File: config.mk
export PLATFORM = sky130hd
export DESIGN_NAME = dnn_batch_sched
export DESIGN_NICKNAME = d
export VERILOG_FILES = /design/src/rtl/dnn_batch_sched.sv
export SDC_FILE = /design/constraint.sdc
export NUM_CORES = 1
export LEC_CHECK = 0
export CORE_MARGIN = 4
export CORE_UTILIZATION = 30
export CTS_CLUSTER_DIAMETER = 40
export DETAILED_ROUTE_END_ITERATION = 10
export PLACE_DENSITY = 0.5
export SYNTH_ARGS = -nofsm -noshare
export SYNTH_HDL_FRONTEND = slang
export SYNTH_SLANG_ARGS = --single-unit
export TNS_END_PERCENT = 1
File: constraint.sdc
create_clock -name clk -period 8.9 [get_ports clk]
set_input_delay 0.89 -clock clk [delete_from_list [all_inputs] [get_ports clk]]
set_output_delay 0.89 -clock clk [all_outputs]
set_load 0.02 [all_outputs]
File: src/rtl/dnn_batch_sched.sv
// Batch sequencer for the fix8 ReLU inference engine: steps test cases,
// scores each result by signed argmax against the expected label.
module dnn_batch_sched #(
    parameter int NUM_TC  = 5000,
    parameter int N_OUT   = 10,
    parameter int OUT_W   = 8,
    parameter int LBL_W   = 8,
    parameter int CNT_W   = 16,
    parameter int TIMEOUT = 65535
) (
    input  logic                   clk,
    input  logic                   rst_n,
    input  logic                   run_start,
    input  logic                   run_abort,
    output logic                   next_tc,
    output logic                   dnn_start,
    output logic                   dnn_reset,
    input  logic                   dnn_done,
    input  logic [N_OUT*OUT_W-1:0] dnn_out,
    input  logic [LBL_W-1:0]       exp_y,
    output logic [LBL_W-1:0]       pred_idx,
    output logic                   pred_vld,
    output logic [CNT_W-1:0]       tc_count,
    output logic [CNT_W-1:0]       hit_count,
    output logic                   busy,
    output logic                   run_done,
    output logic                   err_tmo
);

    localparam logic [2:0] S_IDLE   = 3'd0;
    localparam logic [2:0] S_NEXT   = 3'd1;
    localparam logic [2:0] S_START  = 3'd2;
    localparam logic [2:0] S_WAIT   = 3'd3;
    localparam logic [2:0] S_ARGMAX = 3'd4;
    localparam logic [2:0] S_SCORE  = 3'd5;
    localparam logic [2:0] S_CLEAR  = 3'd6;
    localparam logic [2:0] S_DONE   = 3'd7;

    localparam int AI_W = (N_OUT > 1) ? $clog2(N_OUT) : 1;
    localparam logic [CNT_W-1:0] CNT_MAX = '1;

    logic [2:0]              state;
    logic                    done_q;
    logic                    rst_pulse;
    logic [31:0]             wcnt;
    logic [AI_W-1:0]         ai;
    logic signed [OUT_W-1:0] amax;
    logic [LBL_W-1:0]        aidx;
    logic signed [OUT_W-1:0] outs [N_OUT];
    logic signed [OUT_W-1:0] elem;
    logic                    done_edge;
    logic                    tmo_hit;
    logic                    last_el;

    for (genvar g = 0; g < N_OUT; g++) begin : g_unpack
        assign outs[g] = dnn_out[g*OUT_W +: OUT_W];
    end

    assign elem      = outs[ai];
    assign done_edge = dnn_done & ~done_q;
    assign tmo_hit   = (TIMEOUT != 0) && (wcnt == 32'(TIMEOUT));
    assign last_el   = (ai == AI_W'(N_OUT - 1));

    always_ff @(posedge clk or negedge rst_n) begin
        if (!rst_n) begin
            state     <= S_IDLE;
            done_q    <= 1'b0;
            rst_pulse <= 1'b0;
            wcnt      <= '0;
            ai        <= '0;
            amax      <= '0;
            aidx      <= '0;
            pred_idx  <= '0;
            pred_vld  <= 1'b0;
            tc_count  <= '0;
            hit_count <= '0;
            err_tmo   <= 1'b0;
        end else begin
            done_q    <= dnn_done;
            rst_pulse <= 1'b0;
            pred_vld  <= 1'b0;
            if (run_abort) begin
                // engine may be mid-computation; clear it on the way out
                if (state == S_WAIT || state == S_ARGMAX)
                    rst_pulse <= 1'b1;
                state <= S_IDLE;
            end else begin
                unique case (state)
                    S_IDLE, S_DONE: begin
                        if (run_start) begin
                            tc_count  <= '0;
                            hit_count <= '0;
                            err_tmo   <= 1'b0;
                            state     <= S_NEXT;
                        end
                    end
                    S_NEXT:  state <= S_START;
                    S_START: begin
                        wcnt  <= 32'd1;
                        state <= S_WAIT;
                    end
                    S_WAIT: begin
                        if (done_edge) begin
                            ai    <= '0;
                            amax  <= '0;
                            aidx  <= '0;
                            state <= S_ARGMAX;
                        end else if (tmo_hit) begin
                            err_tmo   <= 1'b1;
                            rst_pulse <= 1'b1;
                            state     <= S_DONE;
                        end else begin
                            wcnt <= wcnt + 32'd1;
                        end
                    end
                    S_ARGMAX: begin
                        // strict compare keeps the lowest index on ties
                        if (elem > amax) begin
                            amax <= elem;
                            aidx <= LBL_W'(ai) + LBL_W'(1);
                        end
                        ai <= last_el ? '0 : ai + 1'b1;
                        if (last_el)
                            state <= S_SCORE;
                    end
                    S_SCORE: begin
                        pred_idx <= aidx;
                        pred_vld <= 1'b1;
                        if (tc_count != CNT_MAX)
                            tc_count <= tc_count + 1'b1;
                        if (aidx == exp_y && hit_count != CNT_MAX)
                            hit_count <= hit_count + 1'b1;
                        state <= S_CLEAR;
                    end
                    S_CLEAR: begin
                        state <= (tc_count == CNT_W'(NUM_TC)) ? S_DONE : S_NEXT;
                    end
                    default: state <= S_IDLE;
                endcase
            end
        end
    end

    assign next_tc   = (state == S_NEXT);
    assign dnn_start = (state == S_START);
    assign dnn_reset = (state == S_CLEAR) | rst_pulse;
    assign busy      = (state != S_IDLE) && (state != S_DONE);
    assign run_done  = (state == S_DONE);

endmodule

==> results summary <==
The flow ran to the end, and the final reports show no timing, DRC or antenna violations. The final setup TNS is 0 ps. For the worst setup path, the data arrival time is approximately 4200 ps. In the final layout, the share of cells above drive strength 1 is under 10%. The maximum vdd drop is 0.0745 mV.

The relative slew slack came out at approximately a quarter. The setup slack after layout came out at 4930 ps. TritonCTS built the clock tree.

The I/O pin count came out at 140. The leakage power total came out at around 3 nW. The floorplan step set the die height to 150 um. At the end of routability-driven placement, the weighted congestion stood at 0.792. The total count of hold-check failures in the final report came out at 0. The violation count after the first detailed-routing iteration came out at between 200 and 300. Measured in cells, the most critical reg-to-reg path has a length of 8. Ranked by total cell area, the synthesized netlist is headed by dfrtp_1 (38%), a21oi_1 (4.2%), nand2_1 (3.8%). The clock network fraction of design power came out at approximately 29%.

The worst hold path belongs to the class flip-flop to flip-flop. The total internal power came out at 0.934 mW. Across the run, the number of max-cap violations was 0. The area share of the largest cell type after synthesis is about 38%.

The number of buffers inserted during clock tree synthesis is 9. The largest driver fanout on the critical path came out at 38. The startpoint identified for the worst register-to-register timing path is ai[0]. Power spread over the standard cell area amounts to around 180 mW/mm^2. The effective utilization at floorplan came out at a little under a third. The core region area came out at around 0.020 mm^2. Between clock sinks in the finished design, the worst skew comes to roughly 13 ps.

The netlist uses 67 different library cells. Tracing the worst setup path back leads to its startpoint at ai[0]. For the worst setup path, the data required time is a little over 9000 ps. The biggest area contributor in the post-synthesis netlist is dfrtp_1. The switching power came out at about 0.46 mW. The end point of the critical path is aidx[3]. For this run, the register share of the synthesized area comes to between 30% and 40%.

The number of detailed-routing iterations run before antenna repair is 4. The count of nets left with antenna violations once routing finished came out at 0. The kind of cell with the highest combined delay along the critical path is compound AO/OA/AOI/OAI gates. Once layout is done, the placed cells without fillers occupy about 0.0079 mm^2. The fraction of power consumed by combinational cells is between 30% and 40%. The tree is rooted in a clkbuf_16.

The initial antenna violation count is 0. The largest individual stage delay along the critical path comes from the cell dfrtp_2. Walking the worst path, the cells encountered are mux4_2 -> a221o_1 -> ha_1 -> nand4_1 -> o311ai_0 -> a21oi_1 -> o311a_1 -> mux2_2.

The most instantiated flip-flop cell in the synthesis netlist is dfrtp_1. The placement row count is 51. Setup repair after global routing left no endpoint under its margin. The per-instance average area after synthesis is 9.15 um^2. The number of buffers and inverters on the critical path is 0. The critical setup path kind is flip-flop to flip-flop. The width of the die is 150 um. The synthesized netlist cell count came out at around 660. The aggregate routed wire length is 17.8 mm.

The count of flip-flops with a built-in enable after synthesis is 0. Of the total power, the share spent switching nets is between 30% and 40%. Hold repair after CTS inserted 0 buffers. The slew at the pin with the worst max-slew slack is ~1100 ps. The startpoint kind of the worst setup timing path is a flip-flop. No sink is reached through more buffers than the 2 on the longest clock path. The number of register bits inferred by synthesis came out at 93. The minimum clock period after layout is 3970 ps.

For the worst-skew pair, the clock arrives at the later sink with an insertion delay of about 350 ps. Buffers added to address setup during post-CTS repair amount to 0. The sum of net half-perimeters after detailed placement came out at roughly 13 mm. The count of yosys warnings during synthesis came out at 0. Timing analysis after detailed placement gives a worst setup slack of roughly 4800 ps. The share of the cycle needed by the critical path after routing came out at 44.7%.

In this run the number of cells on the critical path is 8. The floorplan step defined a die boundary enclosing roughly 0.023 mm^2. STA classifies the critical path endpoint as a flip-flop. The number of global-route vias before repair is 5695.

Dividing the detail-routed via count by the number of cells gives between 5 and 6. After detailed routing, the number of remaining DRC violations is 0. The area growth from synthesis to layout is 31.0%. The endpoint identified for the worst register-to-register timing path is aidx[3].

The per-cell routed wire length is between 15 and 20 um. The cell area after placement came out at roughly 0.0076 mm^2. The longest individual stage delay on the worst path is 1000 ps. The number of placed cells counting well taps came out at 1030. For this run, the top clock speed supported by timing is between 200 and 300 MHz. The net count reported at finish is 883. Gates resized during post-CTS repair numbered 0. The vias after detailed routing is between 5000 and 6000. The level count of the clock H-tree came out at 3.

The overall routing resource usage came out at 16.3%. The non-filler instance count after layout came out at 1046. The count of buffers added on input and output ports is 136. The maximum number of pins on one net before global-route repair came out at 48.

The post-synthesis instance area is 0.00605 mm^2. The sequential share of power is 38.0%. The total power of the final layout is between 1 and 1.5 mW. The max-slew violation total from the final report is 0. The first-pass GRT wire length is a little under 30 mm. The worst setup slack for register-to-register paths came out at just under 5000 ps.

The number of sinks handled by clock tree synthesis came out at between 90 and 100. The number of setup violations in the final report came out at 0. For this run, asynchronously set or reset flops after synthesis account for 100%. The clock-pin slew on the worst setup and hold paths is roughly 60 ps. The number of cells on the worst hold path is 1.

After global routing the overflow that remains totals 0. The antenna diode count is 0.
power by group through the flow:
stage               logic, mW  clock network, mW  registers, mW
finish                  0.464              0.403          0.531
global route            0.519              0.428          0.543
CTS                     0.472              0.413          0.533
detailed placement      0.471                  0          0.542
global placement        0.462                  0          0.537
floorplan               0.375                  0          0.480
how the worst min path moves through the flow:
stage	from	end
after detailed placement	amax[6]	amax[6]
after CTS	amax[6]	amax[6]
after global placement	amax[6]	amax[6]
after global routing	amax[6]	amax[6]
final	amax[6]	amax[6]
after floorplan	amax[2]	amax[2]
metal layers:
layer / global-route usage [%] / vias to the layer above / routed length (um)
met5: 0 / - / 0
met4: 5.58 / 0 / 286
met3: 3.63 / 15 / 929
met2: 27.3 / 147 / 8620
met1: 20.7 / 2749 / 7950
li1: - / 2724 / -
stage by stage:
stage / hold WS [ps] / util [%]
after floorplan: 458 / -
after global placement: 472 / 38.8
after detailed placement: 479 / 38.8
after CTS: 494 / 40.3
after global routing: 518 / 40.3
final: 489 / 40.3
cell families (layout without fill, tap and decap cells):
kind of cell	after synthesis	after routing	share of synthesized area (%)
compound gates	169	169	17.4
xor+xnor	12	12	1.74
fa+ha+maj	14	14	2.89
buf+inv	55	173	3.93
flops	93	93	38.5
mux	54	54	11.1
other cells	1	3	0.0620
simple gates	263	263	24.4
area by class of cell:
| type | count | area (um^2) |
|---|---|---|
| Fill cell | 2025 | 11700 |
| Multi-Input combinational cell | 515 | 3510 |
| Sequential cell | 93 | 2330 |
| Timing Repair Buffer | 140 | 1390 |
| Tap cell | 265 | 332 |
| Clock buffer | 13 | 260 |
| Inverter | 17 | 63.8 |
| Clock inverter | 3 | 43.8 |
registers in the layout, indices dropped and copies added (netlist names):
name / cells
pred_vld: 1
hit_count: 16
ai: 4
rst_pulse: 1
state: 3
done_q: 1
amax: 8
wcnt: 32
aidx: 5
err_tmo: 1
pred_idx: 5
tc_count: 16
cells in the final DEF, fill, tap and decap left out, drive strengths merged, types with 21 or more instances in the layout:
cell type,count
nand3,21
or3,24
a21oi,51
dfrtp,93
o21ai,46
nor2,36
clkdlybuf4s50,135
nand4,22
nand2,61
mux2,26
Yosys cell counts, types with 3 or more instances:
| cell | instances |
|---|---|
| a21oi_1 | 51 |
| a221o_1 | 6 |
| a311o_1 | 3 |
| a31oi_1 | 8 |
| and2_1 | 11 |
| and3_1 | 10 |
| and4_1 | 9 |
| buf_1 | 3 |
| buf_2 | 10 |
| buf_4 | 3 |
| clkbuf_1 | 21 |
| dfrtp_1 | 93 |
| ha_1 | 14 |
| inv_1 | 17 |
| mux2_1 | 8 |
| mux2_2 | 18 |
| mux2i_1 | 20 |
| mux4_2 | 8 |
| nand2_1 | 61 |
| nand2b_1 | 6 |
| nand3_1 | 21 |
| nand3b_1 | 5 |
| nand4_1 | 21 |
| nand4b_1 | 3 |
| nor2_1 | 35 |
| nor2b_1 | 10 |
| nor3_1 | 4 |
| nor3b_1 | 3 |
| nor4_1 | 10 |
| o211ai_1 | 4 |
| o21a_1 | 7 |
| o21ai_0 | 40 |
| o21ai_1 | 6 |
| o22ai_1 | 7 |
| o31ai_1 | 16 |
| or3_1 | 24 |
| or4_1 | 18 |
| xnor2_1 | 9 |
| xor2_1 | 3 |
No activity file was read; power rests on OpenSTA's default activity.
